File: config.mk
export PLATFORM = sky130hd
export DESIGN_NAME = bit_serializer
export DESIGN_NICKNAME = d
export VERILOG_FILES = /design/src/rtl/bit_serializer.sv
export SDC_FILE = /design/constraint.sdc
export NUM_CORES = 1
export LEC_CHECK = 0
export ABC_CLOCK_PERIOD_IN_PS = 1710
export CORE_MARGIN = 5
export CORE_UTILIZATION = 45
export DETAILED_ROUTE_END_ITERATION = 10
export PLACE_DENSITY = 0.71
export SETUP_SLACK_MARGIN = 0.2
export SLEW_MARGIN = 10
export SYNTH_ARGS = -nofsm -noshare
export SYNTH_HDL_FRONTEND = slang
export SYNTH_SLANG_ARGS = --single-unit
File: constraint.sdc
create_clock -name clk -period 1.71 [get_ports clk]
set_input_delay 0.2565 -clock clk [delete_from_list [all_inputs] [get_ports clk]]
set_output_delay 0.2565 -clock clk [all_outputs]
set_load 0.005 [all_outputs]
File: src/rtl/bit_serializer.sv
// Parallel-to-serial shifter feeding the serial detector (dout/cen -> din/cen), LSB first.
// Latency: bit 0 on dout one cycle after the accept edge; each bit lasts DIV cycles.
// Backpressure: in_ready only in IDLE or the final-bit cen cycle, which allows gapless streaming.
//
// Ports:
//   clk, resetn         : sole clock; synchronous active-low reset
//   in_valid/in_ready   : word handshake; in_data is the WIDTH-bit parallel word
//   dout, cen           : serial bit and per-bit sample strobe
//   busy, done          : word in flight; pulse in the cen cycle of the final bit
// Optional build macro: SER_PARITY_EN appends an even-parity bit after the MSB.
module bit_serializer #(
  parameter int WIDTH = 8,
  parameter int DIV   = 1
) (
  input  logic             clk,
  input  logic             resetn,
  input  logic             in_valid,
  output logic             in_ready,
  input  logic [WIDTH-1:0] in_data,
  output logic             dout,
  output logic             cen,
  output logic             busy,
  output logic             done
);

`ifdef SER_PARITY_EN
  localparam int N = WIDTH + 1;
`else
  localparam int N = WIDTH;
`endif
  localparam int DW = (DIV > 1) ? $clog2(DIV) : 1;
  localparam int BW = $clog2(N + 1);
  localparam logic [DW-1:0] DIV_LAST = DW'(DIV - 1);
  localparam logic [BW-1:0] BIT_LAST = BW'(N - 1);

  typedef enum logic {S_IDLE = 1'b0, S_SHIFT = 1'b1} state_t;

  state_t        state_q, state_d;
  logic [N-1:0]  sr_q, sr_d;
  logic [DW-1:0] div_q, div_d;
  logic [BW-1:0] bit_q, bit_d;
  // Holds in_ready low until the first edge after reset release.
  logic          rdy_en_q;

  logic          cen_w, last_w, accept_w;
  logic [N-1:0]  load_w;

`ifdef SER_PARITY_EN
  assign load_w = {^in_data, in_data};
`else
  assign load_w = in_data;
`endif

  // State register (together with the datapath registers).
  always_ff @(posedge clk) begin
    if (!resetn) begin
      state_q  <= S_IDLE;
      sr_q     <= '0;
      div_q    <= '0;
      bit_q    <= '0;
      rdy_en_q <= 1'b0;
    end else begin
      state_q  <= state_d;
      sr_q     <= sr_d;
      div_q    <= div_d;
      bit_q    <= bit_d;
      rdy_en_q <= 1'b1;
    end
  end

  // Next-state and datapath logic.
  always_comb begin
    state_d = state_q;
    sr_d    = sr_q;
    div_d   = div_q;
    bit_d   = bit_q;
    if (accept_w) begin
      state_d = S_SHIFT;
      sr_d    = load_w;
      div_d   = '0;
      bit_d   = '0;
    end else if (state_q == S_SHIFT) begin
      if (cen_w) begin
        // After the last bit the register has shifted down to all zeros,
        // so dout returns to 0 in IDLE without extra gating.
        sr_d  = sr_q >> 1;
        div_d = '0;
        if (last_w) begin
          state_d = S_IDLE;
          bit_d   = '0;
        end else begin
          bit_d = bit_q + BW'(1);
        end
      end else begin
        div_d = div_q + DW'(1);
      end
    end
  end

  // Outputs: all decoded from registers only; in_valid feeds no output.
  always_comb begin
    cen_w    = (state_q == S_SHIFT) && (div_q == DIV_LAST);
    last_w   = cen_w && (bit_q == BIT_LAST);
    in_ready = rdy_en_q && ((state_q == S_IDLE) || last_w);
    accept_w = in_valid && in_ready;
    cen      = cen_w;
    done     = last_w;
    busy     = (state_q == S_SHIFT);
    dout     = sr_q[0];
  end

endmodule

==> impl_metrics.env <==
export IMPL_clk_latency_ps=280
export IMPL_tritoncts="done"
export IMPL_crit_path_cell_trace="ha_4 -> nand4bb_1 -> nand2_1 -> and2_1 -> buf_2"
export IMPL_detail_route_antenna_nets=0
export IMPL_synth_top_area_cell="dfxtp_1"
export IMPL_reg2reg_to="sr_q[6]$_SDFFE_PN0P_"
export IMPL_worst_r2r_setup_slack_ps=230
export IMPL_slowest_stage="dfxtp_2"
export IMPL_die_height_um=49.2
export IMPL_antenna_cells=0
export IMPL_cts_max_level=1
export IMPL_synth_top_cells_by_area="dfxtp_1 43%, a211oi_1 16%, mux2i_1 12%"
export IMPL_drt_first_pass_iters=4
export IMPL_maxCapViolations=0
export IMPL_dpl_hpwl_um=1160
export IMPL_timing_final_crit_period_ps=1510
export IMPL_routabilityCongestion=0.819
export IMPL_ys_ff_latch=15
export IMPL_drc=0
export IMPL_mappedNetlistArea_sq_um=692
export IMPL_report_final_hold_viol_count=0
export IMPL_p_total_mw=0.727
export IMPL_finalSetupViolations=0
export IMPL_hold_start="sr_q[7]$_SDFFE_PN0P_"
export IMPL_grt_start_max_net_pins=13
export IMPL_status="finished clean"
export IMPL_worst_setup_path_start_kind="flip-flop"
export IMPL_grt_antenna_before_repair=0
export IMPL_synth_top_area_share_pct=43.4
export IMPL_track_usage_pct=16.1
export IMPL_fin_crit_share_pct=88.1
export IMPL_dpl_cell_area_sq_um=898
export IMPL_finish_net_count=112
export IMPL_mapped_avg_cell_area_sq_um=9.88
export IMPL_yosysWarnings=0
export IMPL_postSynthNetCount=82
export IMPL_most_common_layout_cells="11 x dfxtp_1, 11 x clkdlybuf4s50_1, 11 x buf_4"
export IMPL_fp_dieArea_sq_um=2420
export IMPL_postRouteWirelength_um=1890
export IMPL_criticalPathCategory="reg2out"
export IMPL_worst_slew_pin_slew_ps=485
export IMPL_max_vdd_ir_drop_v=0.000463
export IMPL_r2r_cells=6
export IMPL_route_vias_total=686
export IMPL_critical_path_reg2reg_startpoint="bit_q[0]$_SDFFE_PP0P_"
export IMPL_clock_sinks=15
export IMPL_postCtsHoldBufs=0
export IMPL_die_width_um=49.2
export IMPL_number_of_i_o_port_buffers=15
export IMPL_timing_slew_headroom_pct=67.7
export IMPL_max_freq_mhz=663
export IMPL_crit_path_start="bit_q[1]$_SDFFE_PP0P_"
export IMPL_cp_data_arrival_time_ps=1250
export IMPL_timing_critical_path_fanout_max=2
export IMPL_worst_clock_skew_ps=4.77
export IMPL_critical_path_max_stage_delay_ps=340
export IMPL_path_clk_slew_ps=90
export IMPL_clock_path_buffers=2
export IMPL_core_area_sq_um=1490
export IMPL_grt_setup_unrepaired="true"
export IMPL_number_of_instances_in_the_synthesized_netlist=70
export IMPL_rows=14
export IMPL_synth_yosys_seq_area_share_pct=43.4
export IMPL_worst_endpoint_required_ps=1450
export IMPL_cts_buffers_inserted=3
export IMPL_drive_above_1_share_pct=33.3
export IMPL_area_delta_synth_final_pct=51.5
export IMPL_slew_viol_final=0
export IMPL_min_delay_path_class="reg2reg"
export IMPL_worstHoldEndpoint="sr_q[7]$_SDFFE_PN0P_"
export IMPL_p_leak_nw=0.403
export IMPL_p_per_area_nw_per_um2=693
export IMPL_detail_route_wl_per_cell_um=16.5
export IMPL_vias_per_cell=5.97
export IMPL_grt_pass1_wl_um=3040
export IMPL_crit_path_end_kind="primary output"
export IMPL_global_route_total_overflow=0
export IMPL_first_global_vias=633
export IMPL_stdcell_area_sq_um=1050
export IMPL_io_pins=16
export IMPL_finalSetupTns_ps=0
export IMPL_min_path_cells=2
export IMPL_initial_utilization_pct=46.5
export IMPL_synth_distinct_cells=25
export IMPL_master_cell_of_the_clock_root_buffer="clkbuf_4"
export IMPL_holdWs_ps=491
export IMPL_drt_first_iter_violations=28
[metal layers]
metal  global-route usage, %  share of wire, %  vias up
met1                    21.3                43      328
met4                    6.73              0.53        0
met2                    24.9                52       21
met5                       0                 0        -
li1                        -                 -      335
met3                    3.67               4.9        2
[state kept, by name, summed over array words and instances (netlist names)]
| register | flops |
|---|---|
| div_q | 1 |
| sr_q | 8 |
| bit_q | 4 |
| busy | 1 |
| rdy_en_q | 1 |
[synthesized netlist by cell type (all sizes together)]
cell type and n:
a211oi 15, dfxtp 15, mux2i 8, a21oi 3
clkbuf 3, nand2 3, inv 2, nand2b 2
nor3 2, o21ai 2, a21o 1, a311o 1
and2 1, and4 1, and4b 1, buf 1
clkinv 1, ha 1, nand3 1, nand3b 1
nand4bb 1, o2111ai 1, o211ai 1, or4 1
xor2 1
[stage by stage]
step / instances / util, % / worst slack (ps)
after detailed placement: 104 / 60.3 / 81.1
after CTS: 114 / 67.0 / 189
after global placement: 104 / 60.3 / 122
after global routing: 115 / 70.4 / 98.3
final: 115 / 70.4 / 203
after floorplan: 70 / - / 383
[critical path, delay by kind of cell, from the launching register on]
| family | cells | cell delay [ps] |
|---|---|---|
| buffers and inverters | 1 | 120 |
| and+or+nand+nor | 3 | 360 |
| DFF | 1 | 340 |
| adders and majority gates | 1 | 160 |
[power breakdown]
part,switching [mW],internal [mW]
logic,0.0639,0.0818
registers,0.0121,0.368
clock network,0.110,0.0904
[cell type report]
class,instances,area (sq um)
sequential,15,308
fill,118,440
clock buffer,4,26.3
tap,16,20.0
inverter,3,12.5
multi-input combinational,48,420
timing repair buffer,29,262
[how the worst max path moves through the flow]
stage,endpoint,cells past startpoint
final,in_ready,5
after global routing,in_ready,5
after CTS,sr_q[0]$_SDFFE_PN0P_,6
after detailed placement,in_ready,5
after global placement,in_ready,5
after floorplan,sr_q[0]$_SDFFE_PN0P_,5
[what timing repair did]
action	4_1_cts	5_1_grt
cloned	0	0
endpoints found under the setup margin	5	13
endpoints found under the hold margin	0	0
resized for setup	21	9
buffers inserted	6	1
pin swaps	1	3
[kinds of logic after synthesis]
| kind of cell | after synthesis | share of synthesized area (%) |
|---|---|---|
| buffers and inverters | 7 | 4.16 |
| flip-flops | 15 | 43.4 |
| AO/OA/AOI/OAI | 24 | 24.8 |
| AND/OR/NAND/NOR | 14 | 13.0 |
| XOR/XNOR | 1 | 1.27 |
| multiplexers | 8 | 11.6 |
| adder cells (fa/ha/maj) | 1 | 1.81 |
Power figures use the tool's default switching activity.
